--- src/rtl/additive_pkg.sv ---
// Shared types and width helpers for the additive voice engine.
package additive_pkg;

  localparam int DEF_HARMONICS       = 64;
  localparam int DEF_SAMPLE_INTERVAL = 1500;

  typedef enum logic [2:0] {
    IDLE   = 3'd0,
    SETUP  = 3'd1,
    CHECK  = 3'd2,
    ADDR   = 3'd3,
    WAIT   = 3'd4,
    MAC    = 3'd5,
    FINISH = 3'd6,
    DONE   = 3'd7
  } state_t;

  // Headroom for HARMONICS full-scale products plus a sign bit.
  function automatic int acc_bits(input int lut_bits, input int scale_bits, input int harmonics);
    return lut_bits + scale_bits + $clog2(harmonics) + 1;
  endfunction

  function automatic int cnt_bits(input int harmonics);
    return $clog2(harmonics) + 1;
  endfunction

  localparam int ACC_BITS = acc_bits(16, 7, DEF_HARMONICS);
  localparam int CNT_BITS = cnt_bits(DEF_HARMONICS);

endpackage

--- src/rtl/harmonic_phase_ram.sv ---
// Per-partial phase store: single port, registered read, write enable.
module harmonic_phase_ram
  import additive_pkg::*;
#(
  parameter  int DEPTH = DEF_HARMONICS,
  parameter  int WIDTH = 24,
  localparam int AW    = $clog2(DEPTH)
) (
  input  logic             clock,
  input  logic             i_we,
  input  logic [AW-1:0]    i_addr,
  input  logic [WIDTH-1:0] i_wdata,
  output logic [WIDTH-1:0] o_rdata
);

  logic [WIDTH-1:0] r_mem [DEPTH];

  // Contents are never reset; the owner masks stale entries with valid bits.
  always_ff @(posedge clock) begin
    if (i_we) r_mem[i_addr] <= i_wdata;
    o_rdata <= r_mem[i_addr];
  end

endmodule

--- src/rtl/additive_voice.sv ---
// Additive-synthesis voice: sums up to HARMONICS sine partials per sample
// period and publishes a saturated offset-binary word with a send strobe.
module additive_voice
  import additive_pkg::*;
#(
  parameter  int HARMONICS       = DEF_HARMONICS,
  parameter  int PHASE_BITS      = 24,
  parameter  int LUT_ADDR_BITS   = 11,
  parameter  int LUT_BITS        = 16,
  parameter  int SCALE_BITS      = 7,
  parameter  int OUT_BITS        = 16,
  parameter  int SAMPLE_INTERVAL = DEF_SAMPLE_INTERVAL,
  localparam int CNT_W           = cnt_bits(HARMONICS)
) (
  input  logic                     clock,
  input  logic                     rstn,
  input  logic [PHASE_BITS-1:0]    i_phase_inc,
  input  logic [CNT_W-1:0]         i_harm_count,
  input  logic [SCALE_BITS-1:0]    i_decay,
  input  logic [2:0]               i_shift,
  input  logic                     i_sync,
  output logic [LUT_ADDR_BITS-1:0] o_lut_addr,
  input  logic [LUT_BITS-1:0]      i_lut_data,
  output logic [OUT_BITS-1:0]      o_sample,
  output logic                     o_valid,
  output logic [CNT_W-1:0]         o_active,
  output logic                     o_overrun,
  output state_t                   o_dbg_state
);

  localparam int IDX_W   = $clog2(HARMONICS);
  localparam int ACC_W   = acc_bits(LUT_BITS, SCALE_BITS, HARMONICS);
  localparam int PROD_W  = LUT_BITS + SCALE_BITS + 1;
  localparam int TIMER_W = $clog2(SAMPLE_INTERVAL);

  localparam logic signed [ACC_W-1:0] SAT_MAX =
    {{(ACC_W-OUT_BITS+1){1'b0}}, {(OUT_BITS-1){1'b1}}};
  localparam logic signed [ACC_W-1:0] SAT_MIN =
    {{(ACC_W-OUT_BITS+1){1'b1}}, {(OUT_BITS-1){1'b0}}};

  state_t r_state;
  state_t w_next;

  logic [TIMER_W-1:0]     r_timer;
  logic                   w_tick;
  logic                   r_sync_seen;
  logic [HARMONICS-1:0]   r_valid;

  logic [PHASE_BITS-1:0]  r_phase_inc;
  logic [CNT_W-1:0]       r_harm;
  logic [SCALE_BITS-1:0]  r_decay;
  logic [2:0]             r_shift;

  logic [PHASE_BITS:0]    r_inc;
  logic [SCALE_BITS-1:0]  r_scale;
  logic [CNT_W-1:0]       r_k;
  logic signed [ACC_W-1:0] r_acc;
  logic [OUT_BITS-1:0]    r_result;
  logic [LUT_ADDR_BITS-1:0] r_lut_addr;

  logic                   w_stop;
  logic                   w_ram_we;
  logic [IDX_W-1:0]       w_idx;
  logic [PHASE_BITS-1:0]  w_ram_rdata;
  logic [PHASE_BITS-1:0]  w_phase;
  logic [PHASE_BITS-1:0]  w_phase_next;
  logic signed [PROD_W-1:0] w_prod;
  logic [4:0]             w_shamt;
  logic signed [ACC_W-1:0] w_shifted;
  logic [OUT_BITS-1:0]    w_sat;
  logic [OUT_BITS-1:0]    w_result;

  assign w_tick       = (r_timer == TIMER_W'(SAMPLE_INTERVAL - 1));
  assign w_idx        = r_k[IDX_W-1:0];
  assign w_phase      = r_valid[w_idx] ? w_ram_rdata : '0;
  assign w_phase_next = w_phase + r_inc[PHASE_BITS-1:0];
  assign w_prod       = $signed(i_lut_data) * $signed({1'b0, r_scale});
  assign w_shamt      = 5'(SCALE_BITS) + 5'(r_shift);
  assign w_shifted    = r_acc >>> w_shamt;
  assign o_lut_addr   = r_lut_addr;
  assign o_dbg_state  = r_state;

  // Stop on harmonic limit, Nyquist (any inc bit at or above the half-range), or silence.
  assign w_stop = (r_k == r_harm) || (r_inc[PHASE_BITS:PHASE_BITS-1] != 2'b00) ||
                  (r_scale == '0);

  harmonic_phase_ram #(
    .DEPTH (HARMONICS),
    .WIDTH (PHASE_BITS)
  ) u_phase_ram (
    .clock   (clock),
    .i_we    (w_ram_we),
    .i_addr  (w_idx),
    .i_wdata (w_phase_next),
    .o_rdata (w_ram_rdata)
  );

  always_ff @(posedge clock or negedge rstn) begin
    if (!rstn) begin
      r_timer <= '0;
    end else if (w_tick) begin
      r_timer <= '0;
    end else begin
      r_timer <= r_timer + TIMER_W'(1);
    end
  end

  always_ff @(posedge clock or negedge rstn) begin
    if (!rstn) r_state <= IDLE;
    else       r_state <= w_next;
  end

  always_comb begin
    w_next = r_state;
    if (w_tick) begin
      w_next = SETUP;
    end else begin
      case (r_state)
        IDLE:    w_next = IDLE;
        SETUP:   w_next = CHECK;
        CHECK:   w_next = w_stop ? FINISH : ADDR;
        ADDR:    w_next = WAIT;
        WAIT:    w_next = MAC;
        MAC:     w_next = CHECK;
        FINISH:  w_next = DONE;
        DONE:    w_next = DONE;
        default: w_next = IDLE;
      endcase
    end
  end

  // The phase RAM is read while in CHECK, so its data is ready in ADDR.
  always_comb begin
    w_ram_we = 1'b0;
    if (r_state == ADDR) w_ram_we = 1'b1;
  end

  always_comb begin
    w_sat = w_shifted[OUT_BITS-1:0];
    if (w_shifted > SAT_MAX)      w_sat = SAT_MAX[OUT_BITS-1:0];
    else if (w_shifted < SAT_MIN) w_sat = SAT_MIN[OUT_BITS-1:0];
    w_result = {~w_sat[OUT_BITS-1], w_sat[OUT_BITS-2:0]};
  end

  always_ff @(posedge clock or negedge rstn) begin
    if (!rstn) begin
      o_sample    <= {1'b1, {(OUT_BITS-1){1'b0}}};
      o_valid     <= 1'b0;
      o_active    <= '0;
      o_overrun   <= 1'b0;
      r_sync_seen <= 1'b0;
      r_valid     <= '0;
      r_phase_inc <= '0;
      r_harm      <= '0;
      r_decay     <= '0;
      r_shift     <= '0;
      r_inc       <= '0;
      r_scale     <= '0;
      r_k         <= '0;
      r_acc       <= '0;
      r_result    <= {1'b1, {(OUT_BITS-1){1'b0}}};
      r_lut_addr  <= '0;
    end else begin
      o_valid <= 1'b0;
      if (i_sync) r_sync_seen <= 1'b1;

      // Outside DONE the previous word stays on o_sample; IDLE has nothing pending.
      if (w_tick) begin
        o_valid <= 1'b1;
        if (r_state == DONE) begin
          o_sample <= r_result;
          o_active <= r_k;
        end else if (r_state != IDLE) begin
          o_overrun <= 1'b1;
        end
      end

      case (r_state)
        SETUP: begin
          r_phase_inc <= i_phase_inc;
          r_harm      <= (i_harm_count > CNT_W'(HARMONICS)) ? CNT_W'(HARMONICS) : i_harm_count;
          r_decay     <= i_decay;
          r_shift     <= i_shift;
          r_inc       <= {1'b0, i_phase_inc};
          r_scale     <= '1;
          r_k         <= '0;
          r_acc       <= '0;
          if (r_sync_seen || i_sync) begin
            r_valid     <= '0;
            r_sync_seen <= 1'b0;
          end
        end
        ADDR: begin
          r_lut_addr     <= w_phase[PHASE_BITS-1 -: LUT_ADDR_BITS];
          r_valid[w_idx] <= 1'b1;
        end
        MAC: begin
          r_acc   <= r_acc + ACC_W'(w_prod);
          r_k     <= r_k + CNT_W'(1);
          r_inc   <= r_inc + {1'b0, r_phase_inc};
          r_scale <= (r_scale > r_decay) ? (r_scale - r_decay) : '0;
        end
        FINISH: r_result <= w_result;
        default: ;
      endcase
    end
  end

endmodule

--- config.mk ---
export PLATFORM = sky130hd
export DESIGN_NAME = additive_voice
export DESIGN_NICKNAME = d
export VERILOG_FILES = /design/src/rtl/additive_pkg.sv /design/src/rtl/harmonic_phase_ram.sv /design/src/rtl/additive_voice.sv
export SDC_FILE = /design/constraint.sdc
export NUM_CORES = 2
export LEC_CHECK = 0
export ABC_CLOCK_PERIOD_IN_PS = 7430
export CORE_MARGIN = 10
export CORE_UTILIZATION = 55
export DETAILED_ROUTE_END_ITERATION = 16
export PLACE_DENSITY = 0.82
export SLEW_MARGIN = 25
export SYNTH_ARGS = -nofsm -noshare
export SYNTH_HDL_FRONTEND = slang
export SYNTH_SLANG_ARGS = --single-unit
--- constraint.sdc ---
create_clock -name clock -period 7.43 [get_ports clock]
set_clock_uncertainty 0.05 [all_clocks]
set_input_delay 0.743 -clock clock [delete_from_list [all_inputs] [get_ports clock]]
set_output_delay 0.743 -clock clock [all_outputs]
set_load 0.01 [all_outputs]
==> insert_results.sql <==
INSERT INTO impl_metrics (metric_group, metric, value, unit) VALUES
('floorplan', 'die_width', '392', 'microns'),
('worst_setup_path', 'crit_start', 'r_k[2]', ''),
('worst_hold_path', 'hp-start', 'r_timer[0]', ''),
('grt', 'grt_antenna_before_repair', '6', ''),
('cts', 'post_cts_buffers', '0', ''),
('final_layout', 'finish.cell_count_without_fillers', '7240', ''),
('logic_synthesis', 'synth_warnings', '0', ''),
('cts', 'clockRootBuffer', 'sky130_fd_sc_hd__clkbuf_16', ''),
('route', 'drt-initial-drc-count', '7642', ''),
('floorplan', 'coreArea', '137000', 'sq um'),
('logic_synthesis', 'netlist_area', '76100', 'sq um'),
('flow_run', 'max_cap_violations', '0', ''),
('worst_setup_path', 'cp.arrival', '7290', 'ps'),
('final_layout', 'fin_area', '85500', 'sq um'),
('logic_synthesis', 'synth-adder-area-share', '0.0549', ''),
('worst_setup_path', 'regToRegStartpoint', 'r_k[2]', ''),
('cts', 'cts.repair.resized', '0', ''),
('worst_setup_path', 'critical_path_peak_fanout', '64', ''),
('logic_synthesis', 'synth-seq-area-share', '0.691', ''),
('logic_synthesis', 'synth_edf_count', '1536', ''),
('floorplan', 'ioPinCount', '99', ''),
('worst_setup_path', 'setup.reg_to_reg.worst_slack', '600', 'ps'),
('pwr', 'internal_power', '0.0155', 'W'),
('timing', 'setup_viol', '0', ''),
('logic_synthesis', 'synth_top_family_by_area', 'compound AO/OA/AOI/OAI gates', ''),
('logic_synthesis', 'mappedNetlistNets', '5454', ''),
('logic_synthesis', 'asyncSetResetFlopFracSynth', '0.134', ''),
('worst_setup_path', 'timing.setup.critical_path_class', 'reg2reg', ''),
('timing', 'maxClockFrequency', '0.146', 'GHz'),
('final_layout', 'fin_nets', '5616', ''),
('timing', 'final_hold_vios', '0', ''),
('route', 'first_pass_iters', '9', ''),
('grt', 'grt.total_usage', '0.292', ''),
('place', 'post_dp_cell_area', '80100', 'sq um'),
('pwr', 'clock_power_share', '0.436', ''),
('logic_synthesis', 'avgSynthCellArea', '14.8', 'sq um'),
('logic_synthesis', 'synth_cells', '5142', ''),
('cts', 'cts_max_path_buffers', '3', ''),
('worst_hold_path', 'whs_endpoint', 'r_timer[0]', ''),
('grt', 'grt_start_max_net_pins', '176', ''),
('outcome', 'status', 'completed', ''),
('worst_setup_path', 'reg2reg_to', 'u_phase_ram.r_mem[2][22]', ''),
('place', 'number_of_instances_in_the_placed_design', '6924', ''),
('floorplan', 'die_area', '154000', 'sq um'),
('timing', 'final-max-slew-violation-count', '0', ''),
('floorplan', 'floorplan.initialDensity', '0.554', ''),
('pwr', 'combPwrFrac', '0.004', ''),
('cts', 'cts_inserted_buffers', '169', ''),
('place', 'dp_hpwl', '135000', 'microns'),
('place', 'pre_cts_slack', '1010', 'ps'),
('pwr', 'p_leak', '33.5', 'nW'),
('grt', 'via_count_of_the_first_global_routing_pass', '49364', ''),
('logic_synthesis', 'fraction_of_the_mapped_netlist_area_in_compound_gates', '0.130', ''),
('pwr', 'worst_ir_drop_vdd', '0.306', 'mV'),
('floorplan', 'rows', '136', ''),
('timing', 'worst_slack', '602', 'ps'),
('logic_synthesis', 'synth_top_flop_cell', 'sky130_fd_sc_hd__edfxtp_1', ''),
('timing', 'timing.setup.tns', '0', 'ps'),
('worst_setup_path', 'startpoint_type', 'flip-flop', ''),
('timing', 'finalCritPeriodShare', '0.919', ''),
('timing', 'tightest_pin_transition', '1270', 'ps'),
('grt', 'first_pass_grt_wire_length', '331000', 'microns'),
('worst_setup_path', 'cp.required', '7890', 'ps'),
('timing', 'worst_slew_margin_rel', '0.151', ''),
('pwr', 'power_switching_share', '0.197', ''),
('route', 'routed-via-count', '50191', ''),
('pwr', 'sw_pwr', '0.00381', 'W'),
('timing', 'finalHoldWorstSlack', '430', 'ps'),
('timing', 'grt_setup_unrepaired', 'no', ''),
('floorplan', 'floorplan.die.height', '392', 'microns'),
('logic_synthesis', 'synth_xor_area_frac', '0.00988', '');
==> final cells by class <==
cell class / count / area [sq um]
repair buffers: 288 / 2540
flip-flops and latches: 1801 / 52700
multi-input cells: 2805 / 21800
diodes: 5 / 12.5
well taps: 1794 / 2240
fillers: 9331 / 52000
clock inverters: 68 / 644
inverters: 239 / 900
clock buffers: 240 / 4670
==> power by group through the flow <==
| stage | clock network, W | logic (W) | registers (W) |
|---|---|---|---|
| finish | 0.00841 | 0.0000789 | 0.0108 |
| global route | 0.00881 | 0.0000864 | 0.0108 |
| CTS | 0.00840 | 0.0000788 | 0.0108 |
| detailed placement | 0 | 0.0000775 | 0.0110 |
| global placement | 0 | 0.0000764 | 0.0110 |
| floorplan | 0 | 0.00000283 | 0.0110 |
==> placed cells by master (no fill, tap or decap), types with 79 or more instances in the layout <==
master / Yosys / final
sky130_fd_sc_hd__a31oi_1: 112 / 112
sky130_fd_sc_hd__a221oi_1: 151 / 151
sky130_fd_sc_hd__clkbuf_16: 0 / 173
sky130_fd_sc_hd__clkdlybuf4s50_1: 0 / 97
sky130_fd_sc_hd__buf_4: 13 / 180
sky130_fd_sc_hd__o21ai_0: 154 / 154
sky130_fd_sc_hd__a22o_1: 134 / 134
sky130_fd_sc_hd__inv_1: 238 / 237
sky130_fd_sc_hd__fa_1: 137 / 137
sky130_fd_sc_hd__edfxtp_1: 1536 / 1536
sky130_fd_sc_hd__mux2i_1: 102 / 102
sky130_fd_sc_hd__ha_1: 115 / 114
sky130_fd_sc_hd__a22oi_1: 386 / 386
sky130_fd_sc_hd__nand2_1: 350 / 350
sky130_fd_sc_hd__nor2_1: 197 / 130
sky130_fd_sc_hd__mux2_2: 79 / 79
sky130_fd_sc_hd__dfrtp_1: 239 / 233
sky130_fd_sc_hd__a21oi_1: 175 / 172
==> layer usage <==
layer | global-route usage | share of wire | vias to the layer above
li1 | - | - | 20194
met1 | 0.362 | 0.33 | 24429
met2 | 0.442 | 0.45 | 4603
met3 | 0.0997 | 0.15 | 959
met4 | 0.175 | 0.072 | 6
met5 | 0 | 0.00013 | -
==> sequential cells by signal (all words and copies together) (netlist names), 11 cells and up <==
signal and cells:
r_timer 11, o_sample 16, o_lut_addr 11, r_inc 25
r_valid 64, u_phase_ram.r_mem 1536, u_phase_ram.o_rdata 24, r_phase_inc 24
r_acc 30, r_result 16
==> worst max-delay path, stage by stage (launching register included) <==
cell and delay, ps:
sky130_fd_sc_hd__dfrtp_4 740, sky130_fd_sc_hd__and3_4 490, sky130_fd_sc_hd__a22o_1 240, sky130_fd_sc_hd__a221oi_1 250, sky130_fd_sc_hd__a31oi_1 140, sky130_fd_sc_hd__nor3_1 570, sky130_fd_sc_hd__and4b_1 530, sky130_fd_sc_hd__buf_4 350
sky130_fd_sc_hd__nor2b_1 90, sky130_fd_sc_hd__ha_1 390, sky130_fd_sc_hd__o21a_1 240, sky130_fd_sc_hd__o31a_1 180, sky130_fd_sc_hd__o221ai_1 220, sky130_fd_sc_hd__o211ai_1 240, sky130_fd_sc_hd__o41ai_1 320, sky130_fd_sc_hd__inv_1 100
sky130_fd_sc_hd__a41o_1 270, sky130_fd_sc_hd__o21ai_0 330, sky130_fd_sc_hd__xnor2_2 180, sky130_fd_sc_hd__buf_4 550
==> worst max-delay path by stage <==
| stage | end | slack, ps | cells after the start |
|---|---|---|---|
| after floorplan | u_phase_ram.r_mem[0][23] | 1070 | 21 |
| after global placement | r_acc[23] | 1160 | 17 |
| after detailed placement | u_phase_ram.r_mem[1][22] | 1010 | 19 |
| after CTS | u_phase_ram.r_mem[8][22] | 950 | 19 |
| after global routing | u_phase_ram.r_mem[50][15] | 440 | 19 |
| final | u_phase_ram.r_mem[2][22] | 600 | 19 |
==> synthesized netlist by cell type (6+ instances only) <==
library cell / n / area share
sky130_fd_sc_hd__fa_1: 137 / 0.036
sky130_fd_sc_hd__a21oi_1: 175 / 0.012
sky130_fd_sc_hd__a211o_1: 6 / 0.00069
sky130_fd_sc_hd__o21bai_1: 13 / 0.0013
sky130_fd_sc_hd__mux4_2: 18 / 0.0053
sky130_fd_sc_hd__dfrtp_1: 239 / 0.079
sky130_fd_sc_hd__nor2_1: 197 / 0.0097
sky130_fd_sc_hd__buf_2: 79 / 0.0052
sky130_fd_sc_hd__nor3_1: 22 / 0.0014
sky130_fd_sc_hd__and2_1: 73 / 0.0060
sky130_fd_sc_hd__a221o_1: 6 / 0.00079
sky130_fd_sc_hd__o21ai_0: 154 / 0.010
sky130_fd_sc_hd__or2_2: 6 / 0.00049
sky130_fd_sc_hd__o211a_1: 6 / 0.00079
sky130_fd_sc_hd__a21o_1: 24 / 0.0024
sky130_fd_sc_hd__nand4_1: 45 / 0.0037
sky130_fd_sc_hd__a22oi_1: 386 / 0.038
sky130_fd_sc_hd__nand3b_1: 11 / 0.0011
sky130_fd_sc_hd__o21a_1: 73 / 0.0072
sky130_fd_sc_hd__ha_1: 115 / 0.019
sky130_fd_sc_hd__inv_1: 238 / 0.012
sky130_fd_sc_hd__clkbuf_1: 131 / 0.0065
sky130_fd_sc_hd__or3_1: 6 / 0.00049
sky130_fd_sc_hd__nand3_1: 51 / 0.0034
sky130_fd_sc_hd__edfxtp_1: 1536 / 0.61
sky130_fd_sc_hd__a221oi_1: 151 / 0.017
sky130_fd_sc_hd__a311oi_1: 7 / 0.00081
sky130_fd_sc_hd__dfxtp_1: 24 / 0.0063
sky130_fd_sc_hd__o22ai_1: 20 / 0.0016
sky130_fd_sc_hd__nand2b_1: 24 / 0.0020
sky130_fd_sc_hd__nand2_1: 350 / 0.017
sky130_fd_sc_hd__a31oi_1: 112 / 0.0092
sky130_fd_sc_hd__a22o_1: 134 / 0.015
sky130_fd_sc_hd__xnor2_1: 58 / 0.0067
sky130_fd_sc_hd__nor2b_1: 45 / 0.0037
sky130_fd_sc_hd__mux2_2: 79 / 0.012
sky130_fd_sc_hd__buf_4: 13 / 0.0013
sky130_fd_sc_hd__o221ai_1: 7 / 0.00081
sky130_fd_sc_hd__o211ai_1: 37 / 0.0036
sky130_fd_sc_hd__nor4_1: 20 / 0.0016
sky130_fd_sc_hd__and3_1: 16 / 0.0013
sky130_fd_sc_hd__xor2_1: 26 / 0.0030
sky130_fd_sc_hd__mux2i_1: 102 / 0.013
sky130_fd_sc_hd__buf_1: 72 / 0.0036
sky130_fd_sc_hd__a211oi_1: 17 / 0.0017
==> stage by stage <==
step,total power (W),utilization
2_1_floorplan,0.0110,-
3_3_place_gp,0.0111,0.582
3_5_place_dp,0.0111,0.582
4_1_cts,0.0193,0.621
5_1_grt,0.0197,0.622
6_report,0.0193,0.622
==> logic make-up after synthesis <==
kind of cell / after synthesis
and+or+nand+nor: 883
adders and majority gates: 252
muxes: 200
AOI/OAI and AO/OA: 1385
buffers and inverters: 536
xor gates and xnor gates: 85
DFF: 1801
(Power assumes the default switching activity.)
